[config.mk]
export PLATFORM = sky130hd
export DESIGN_NAME = alu_op_sequencer
export DESIGN_NICKNAME = d
export VERILOG_FILES = /design/src/rtl/alu_seq_pkg.sv /design/src/rtl/seq_timeout_ctr.sv /design/src/rtl/alu_op_sequencer.sv
export SDC_FILE = /design/constraint.sdc
export NUM_CORES = 1
export LEC_CHECK = 0
export CORE_ASPECT_RATIO = 1.2
export CORE_MARGIN = 2
export CORE_UTILIZATION = 30
export CTS_BUF_LIST = sky130_fd_sc_hd__clkbuf_8 sky130_fd_sc_hd__clkbuf_16
export CTS_CLUSTER_SIZE = 12
export DETAILED_ROUTE_END_ITERATION = 10
export GPL_ROUTABILITY_DRIVEN = 1
export PLACE_DENSITY = 0.64
export SLEW_MARGIN = 30
export SYNTH_ARGS = -nofsm -noshare
export SYNTH_HDL_FRONTEND = slang
export SYNTH_SLANG_ARGS = --single-unit
[constraint.sdc]
create_clock -name iclk -period 1.7 [get_ports iclk]
set_input_delay 0.51 -clock iclk [delete_from_list [all_inputs] [get_ports iclk]]
set_output_delay 0.51 -clock iclk [all_outputs]
set_load 0.005 [all_outputs]
[src/rtl/alu_seq_pkg.sv]
// alu_seq_pkg: shared types and constants for the ALU operator sequencer.
// The state encodings double as the LED phase codes shown to the operator.
package alu_seq_pkg;

    localparam int unsigned WIDTH_DEF   = 6;
    localparam int unsigned OP_W_DEF    = 3;
    localparam int unsigned TIMEOUT_DEF = 16;

    // Encodings are the phase codes driven to the LEDs.
    typedef enum logic [2:0] {
        S_A    = 3'd0,
        S_B    = 3'd1,
        S_OP   = 3'd2,
        S_RUN  = 3'd3,
        S_SHOW = 3'd4
    } state_t;

    // Opcodes understood by the ALU; the sequencer passes them through untouched.
    localparam logic [OP_W_DEF-1:0] OP_ADD = 3'd0;
    localparam logic [OP_W_DEF-1:0] OP_SUB = 3'd1;
    localparam logic [OP_W_DEF-1:0] OP_AND = 3'd2;
    localparam logic [OP_W_DEF-1:0] OP_OR  = 3'd3;
    localparam logic [OP_W_DEF-1:0] OP_XOR = 3'd4;
    localparam logic [OP_W_DEF-1:0] OP_NOT = 3'd5;
    localparam logic [OP_W_DEF-1:0] OP_SHL = 3'd6;
    localparam logic [OP_W_DEF-1:0] OP_SHR = 3'd7;

endpackage

[src/rtl/seq_timeout_ctr.sv]
// seq_timeout_ctr: clearable up-counter for the RUN wait, with a terminal
// flag raised while the count equals TIMEOUT-1 (TIMEOUT legal range 2..255).
module seq_timeout_ctr #(
    parameter int unsigned TIMEOUT = 16
) (
    input  logic iclk,
    input  logic rst,
    input  logic clr,
    input  logic en,
    output logic term
);

    localparam logic [7:0] TERM_VAL = 8'(TIMEOUT - 1);

    logic [7:0] cnt;

    // Clear has priority; otherwise count once per enabled cycle.
    always_ff @(posedge iclk or negedge rst) begin
        if (!rst) begin
            cnt <= '0;
        end else if (clr) begin
            cnt <= '0;
        end else if (en) begin
            cnt <= cnt + 8'd1;
        end
    end

    assign term = (cnt == TERM_VAL);

endmodule

[src/rtl/alu_op_sequencer.sv]
// alu_op_sequencer: walks the operator through A, B and opcode entry from the
// switch bank (one step press each), launches the ALU, captures its result or
// a timeout, and strobes the display stage.
// Optional feature macro: ACCUM_EN -- when defined, a step in SHOW after a
// successful operation loads the result into A and goes straight to B entry.
//
// ALU handshake: alu_start is a single-cycle launch pulse on the first RUN
// cycle; alu_done qualifies alu_z/alu_of and is honoured only in RUN, possibly
// in the same cycle as alu_start. If done never comes within TIMEOUT RUN
// cycles, the result is zeroed and err is raised. Done beats timeout.
module alu_op_sequencer
    import alu_seq_pkg::*;
#(
    parameter int unsigned WIDTH   = WIDTH_DEF,
    parameter int unsigned OP_W    = OP_W_DEF,
    parameter int unsigned TIMEOUT = TIMEOUT_DEF
) (
    input  logic             iclk,
    input  logic             rst,
    input  logic             step,
    input  logic [WIDTH-1:0] sw,
    input  logic             alu_done,
    input  logic [WIDTH-1:0] alu_z,
    input  logic             alu_of,
    output logic [WIDTH-1:0] alu_a,
    output logic [WIDTH-1:0] alu_b,
    output logic [OP_W-1:0]  alu_op,
    output logic             alu_start,
    output logic [WIDTH-1:0] z_out,
    output logic             of_out,
    output logic             err,
    output logic             disp_load,
    output logic [2:0]       phase
);

    state_t state;
    logic   tmr_clr;
    logic   tmr_en;
    logic   tmr_term;

    // Timer restarts on the launching step and runs through every RUN cycle.
    assign tmr_clr = (state == S_OP) && step;
    assign tmr_en  = (state == S_RUN);

    seq_timeout_ctr #(
        .TIMEOUT (TIMEOUT)
    ) u_timeout (
        .iclk (iclk),
        .rst  (rst),
        .clr  (tmr_clr),
        .en   (tmr_en),
        .term (tmr_term)
    );

    // Sequencer FSM with all outputs registered; pulses default low each cycle.
    always_ff @(posedge iclk or negedge rst) begin
        if (!rst) begin
            state     <= S_A;
            alu_a     <= '0;
            alu_b     <= '0;
            alu_op    <= '0;
            alu_start <= 1'b0;
            z_out     <= '0;
            of_out    <= 1'b0;
            err       <= 1'b0;
            disp_load <= 1'b0;
        end else begin
            alu_start <= 1'b0;
            disp_load <= 1'b0;
            case (state)
                S_A: begin
                    if (step) begin
                        alu_a <= sw;
                        state <= S_B;
                    end
                end
                S_B: begin
                    if (step) begin
                        alu_b <= sw;
                        state <= S_OP;
                    end
                end
                S_OP: begin
                    if (step) begin
                        alu_op    <= sw[OP_W-1:0];
                        alu_start <= 1'b1;
                        state     <= S_RUN;
                    end
                end
                S_RUN: begin
                    if (alu_done) begin
                        z_out     <= alu_z;
                        of_out    <= alu_of;
                        err       <= 1'b0;
                        disp_load <= 1'b1;
                        state     <= S_SHOW;
                    end else if (tmr_term) begin
                        z_out     <= '0;
                        of_out    <= 1'b0;
                        err       <= 1'b1;
                        disp_load <= 1'b1;
                        state     <= S_SHOW;
                    end
                end
                S_SHOW: begin
                    if (step) begin
`ifdef ACCUM_EN
                        if (!err) begin
                            alu_a <= z_out;
                            state <= S_B;
                        end else begin
                            state <= S_A;
                        end
`else
                        state <= S_A;
`endif
                    end
                end
                default: state <= S_A;
            endcase
        end
    end

    assign phase = state;

endmodule
# Yosys cells after proc, flatten, opt, wreduce, memory -nomap -nowiden
# Cells that the tools add are included.
# Widths: inputs -> output; s select.
[totals]
reg_bits = 36
inputBits = 17
output_inout_bits = 28
wordCells = 50
[classes]
add_sub_neg = 1
eq_ne = 10
muxes = 20
n_reduce_logical = 9
[ops]
columns = ["op", "count"]
rows = [
  ["$mux 3", 6],
  ["$mux 8", 2],
  ["$pmux 3 s5", 1],
  ["$mux 6", 2],
  ["$mux 1", 9],
  ["$add 8x1->8 const B", 1],
  ["$eq 8x4->1 const B", 1],
  ["$ne 2x2->1 const B", 4],
  ["$reduce_and 2->1", 4],
  ["$eq 3x2->1 const B", 2],
  ["$reduce_and 5->1", 1],
  ["$reduce_bool 2->1", 2],
  ["$eq 3x1->1 const B", 1],
  ["$eq 3x3->1 const B", 1],
  ["$logic_not 3->1", 1],
  ["$ne 3x2->1 const B", 1],
  ["$logic_and 1x1->1", 1],
]

# Longest topological paths before layout
[depth]
word_depth = 4
depth_mapped = 5
mapped_depth_nobuf = 4

# Cells and area by module
# A second synthesis with hierarchy kept.
[unflattened]
hier_cells = 113
area_unflattened_um2 = 1508.9
[by_module_without_submodules]
columns = ["module", "instances", "cells_each", "area_per_inst_um2", "seq_area_each_um2"]
rows = [
  ["alu_op_sequencer", 1, 74, 1114.8, 700.7],
  ["seq_timeout_ctr", 1, 39, 394.1, 200.2],
]

# Worst setup path after synthesis
# Ideal clock, no wire load.
[synth_timing]
kind = "register to register"
start = "register state[2] (netlist: phase[2])"
end = "register u_timeout.cnt[4]"
setup_time_ns = 0.118
t_arrival_ns = 1.364
t_required_ns = 1.582
slack_ns = 0.218
stages_incl_launch_ff = 6
n_path_buf = 2
synth_period_minus_slack_ns = 1.482
path_cell_list = "dfrtp_1 > buf_4 > and3b_1 > clkbuf_2 > mux2_2 > a21o_1"
[synth_between]
elab_chain_len = 3
elab_cells_between_ends = 5
cone_classes = "2 x eq/ne; 1 x mux; 2 x reduce/logical"
[synth_lines]
columns = ["element", "line", "source"]
rows = [
  ["from (decl)", "alu_op_sequencer.sv:36", "state_t state;"],
  ["from (signal assigned)", "alu_op_sequencer.sv:58", "state <= S_A;"],
  ["from (signal assigned)", "alu_op_sequencer.sv:74", "state <= S_B;"],
  ["from (signal assigned)", "alu_op_sequencer.sv:80", "state <= S_OP;"],
  ["$eq 3x2->1", "alu_op_sequencer.sv:42", "assign tmr_clr = (state == S_OP) && step;"],
  ["$logic_and 1x1->1", "alu_op_sequencer.sv:42", ""],
  ["$mux 8 / $reduce_bool 2->1 (equally long branches)", "--", ""],
  ["to (signal assigned)", "seq_timeout_ctr.sv:24", "cnt <= cnt + 8'd1;"],
  ["to (decl)", "seq_timeout_ctr.sv:15", "logic [7:0] cnt;"],
]
# Parallel ways exist; a longest one is shown, timed or not.
# A chain may end at the register's enable or synchronous reset.

# Final worst setup path
[layout_timing]
start = "register z_out[3]"
end = "output z_out[3]"
[layout_lines]
columns = ["element", "line", "source"]
rows = [
  ["from (decl)", "alu_op_sequencer.sv:29", "output logic [WIDTH-1:0] z_out,"],
  ["from (signal assigned)", "alu_op_sequencer.sv:92", "z_out <= alu_z;"],
]
# No word-level cell between the ends.

==> impl_metrics.tcl <==
set metrics [dict create \
    p_seq_frac 0.364 \
    worstPathArrival_ps 1150 \
    ioPinCount 45 \
    worst_pin_slew_ps 397 \
    antenna_left 0 \
    path_depth 1 \
    cts_made_buffers 5 \
    hold_violations 0 \
    wl_per_cell_um 13.3 \
    grt_max_degree 21 \
    place_hpwl_um 2440 \
    syn_inst 135 \
    nFillCells 485 \
    slowest_delay_ps 500 \
    slew_viol_final 0 \
    outcome "completed" \
    gp_congestion 0.701 \
    worst-setup-path-type "flop to output pin" \
    yosysSeqAreaShare 0.556 \
    path_cells "clkdlybuf4s50_1" \
    ff2ff_path_depth 5 \
    clock_latency_ps 300 \
    synthXorXnorAreaFrac 0 \
    wl_um 3500 \
    syn_avg_cell_area_um2 12.0 \
    cp_max_fo 2 \
    hold_class "input pin to async pin" \
    grt_use_total 0.126 \
    synthAdderAreaFrac 0.00772 \
    syn_area_um2 1620 \
    synth_warnings 0 \
    antenna_found_initial 0 \
    finish.utilization 0.455 \
    cts_root_buf "clkbuf_8" \
    grt_overflow 0 \
    use_met2 0.186 \
    cts_sinks 36 \
    cts_tree "built" \
    period_needed_ps 1660 \
    post-route-period-util 0.977 \
    worstSetupStartpointType "flop" \
    internal-power_mw 2.54 \
    grt_pass1_vias 1246 \
    grtUsageMet3 0.0372 \
    use_met1 0.170 \
    drive_gt1_frac 0.257 \
    p_comb_frac 0.458 \
    vias 1264 \
    synth-edff-count 0 \
    tns_ps 0 \
    synthArstFlopShare 1.00 \
    drtIter0Drc 110 \
    cts_max_level 2 \
    path_buf_inv 1 \
    diodes 0 \
    cp.required_ps 1190 \
    max_freq_ghz 0.602 \
    synth_mux_area_frac 0.110 \
    clk_pin_slew_ps 80 \
    synth_top_family_by_area "compound AO/OA/AOI/OAI gates" \
    ir_drop_mv 0.813 \
    finClkSkew_ps 9.22 \
    port_buffers 44 \
    die_height_um 84.5 \
    power.switching_mw 1.16 \
    crit_path_end_kind "output pin" \
    initial_core_util 0.308 \
    grt_pass1_wl_um 5950 \
    syn_nets 153 \
    synth_compound_area_frac 0.141 \
    syn_to_final_growth_pct 47.8 \
    worst_slew_margin_rel 0.735 \
    synth-main-ff-cell "dfrtp_1" \
    nets 219 \
    setup_viol 0 \
    placementRows 29 \
    sw_frac_of_total 0.314 \
    grt.busiest_layer "met2" \
    dr.pass1.iters 4 \
    die_area_um2 6010 \
    vias_per_cell 4.79 \
    powerDensity_nw_per_um2 1540 \
    slowest_stage "clkdlybuf4s50_1" \
    synthSimpleGateAreaFrac 0.128 \
    core_area_um2 5260 \
    die_x_um 71.1 \
    ys_seq_elements 36 \
    cts_max_path_buffers 2 \
    rsz0062_at_grt "no" \
    clkPwrFrac 0.179 \
    cp_top_family "buffers and inverters" \
    leakage_nw 1.19 \
    cts_hold_buf 0 \
    drc_errors 0 \
    synth_cell_types 37 \
    drv_cap 0 \
]
power by group through the flow:
stage,combinational [mW],sequential (mW),clock (mW)
global placement,1.60,1.38,0
finish,1.69,1.34,0.661
global route,1.85,1.39,0.716
CTS,1.68,1.36,0.682
detailed placement,1.62,1.38,0
floorplan,0.787,1.38,0
final timing paths:
check	endpoint	from	slack, ps
worst max-delay path	z_out[3]	z_out[3]	40
worst min-delay path	alu_op[2]	rst	130
worst max register to register	alu_a[2]	phase[2]	140
worst min register to register	u_timeout.cnt[7]	u_timeout.cnt[7]	480
max in group asynchronous	z_out[4]	rst	1120
min in group iclk	u_timeout.cnt[7]	u_timeout.cnt[7]	480
state kept, by name (all words and copies together), names as in the netlist:
name	count
z_out	6
alu_a	6
alu_start	1
alu_b	6
disp_load	1
phase	3
alu_op	3
u_timeout.cnt	8
err	1
of_out	1
synth_stat cells, types with 2 or more instances:
master / instances / area, µm²
nand2_1: 15 / 56.3
o311ai_0: 2 / 17.5
a22oi_1: 7 / 52.6
inv_1: 9 / 33.8
nand3_1: 5 / 25.0
buf_2: 2 / 10.0
mux2i_1: 2 / 20.0
dfrtp_1: 36 / 901
nor3_1: 3 / 15.0
buf_4: 2 / 15.0
o41ai_1: 2 / 17.5
buf_6: 2 / 22.5
o21ai_0: 9 / 45.0
clkbuf_1: 2 / 7.51
mux2_2: 14 / 158
a2bb2oi_1: 2 / 17.5
final cells by class:
| class | count | area, µm² | area share |
|---|---|---|---|
| sequential | 36 | 901 | 0.376 |
| clock buffer | 6 | 82.6 | 0.0345 |
| tap | 62 | 77.6 | 0.0324 |
| timing repair buffer | 68 | 659 | 0.275 |
| clock inverter | 2 | 15.0 | 0.00627 |
| inverter | 9 | 33.8 | 0.0141 |
| multi-input combinational | 81 | 627 | 0.262 |
cell families after synthesis:
logic type / after synthesis
flip-flops: 36
AND/OR/NAND/NOR: 33
AO/OA/AOI/OAI: 31
buffers and inverters: 18
multiplexers: 16
adder cells (fa/ha/maj): 1
placed cells by master, fill, tap and decap left out, types with 2 or more instances in the layout:
cell type / count
clkinvlp_4: 2
clkbuf_8: 6
o41ai_1: 2
nor3_1: 3
a2bb2oi_1: 2
mux2i_1: 2
mux2_2: 14
buf_4: 23
nand2_1: 15
dfrtp_1: 36
nand3_1: 5
a22oi_1: 7
dlymetal6s2s_1: 13
o311ai_0: 2
o21ai_0: 9
clkdlybuf4s50_1: 29
inv_1: 9
routing by layer:
metal / vias up / wire, µm
met4: 0 / 74
met3: 7 / 182
met2: 31 / 1650
met5: - / 0
met1: 610 / 1600
li1: 616 / -
timing repair:
| item | in CTS | in global routing |
|---|---|---|
| setup buffers | 5 | 5 |
| gates resized for setup | 1 | 13 |
| gates cloned | 0 | 0 |
| pin swaps | 0 | 0 |
| endpoints found under the setup margin | 6 | 17 |
per-stage QoR:
step | setup WS (ps) | hold slack (ps) | cells | cell area [µm²] | power (mW)
2_1_floorplan | 218 | 214 | 135 | 1620 | 2.17
3_3_place_gp | -157 | 455 | 246 | 2190 | 2.98
3_5_place_dp | -178 | 455 | 246 | 2190 | 3.00
4_1_cts | 0.681 | 129 | 259 | 2330 | 3.72
5_1_grt | 1.05 | 149 | 264 | 2400 | 3.96
6_report | 38.8 | 129 | 264 | 2400 | 3.70
No activity file was read; power rests on OpenSTA's default activity.
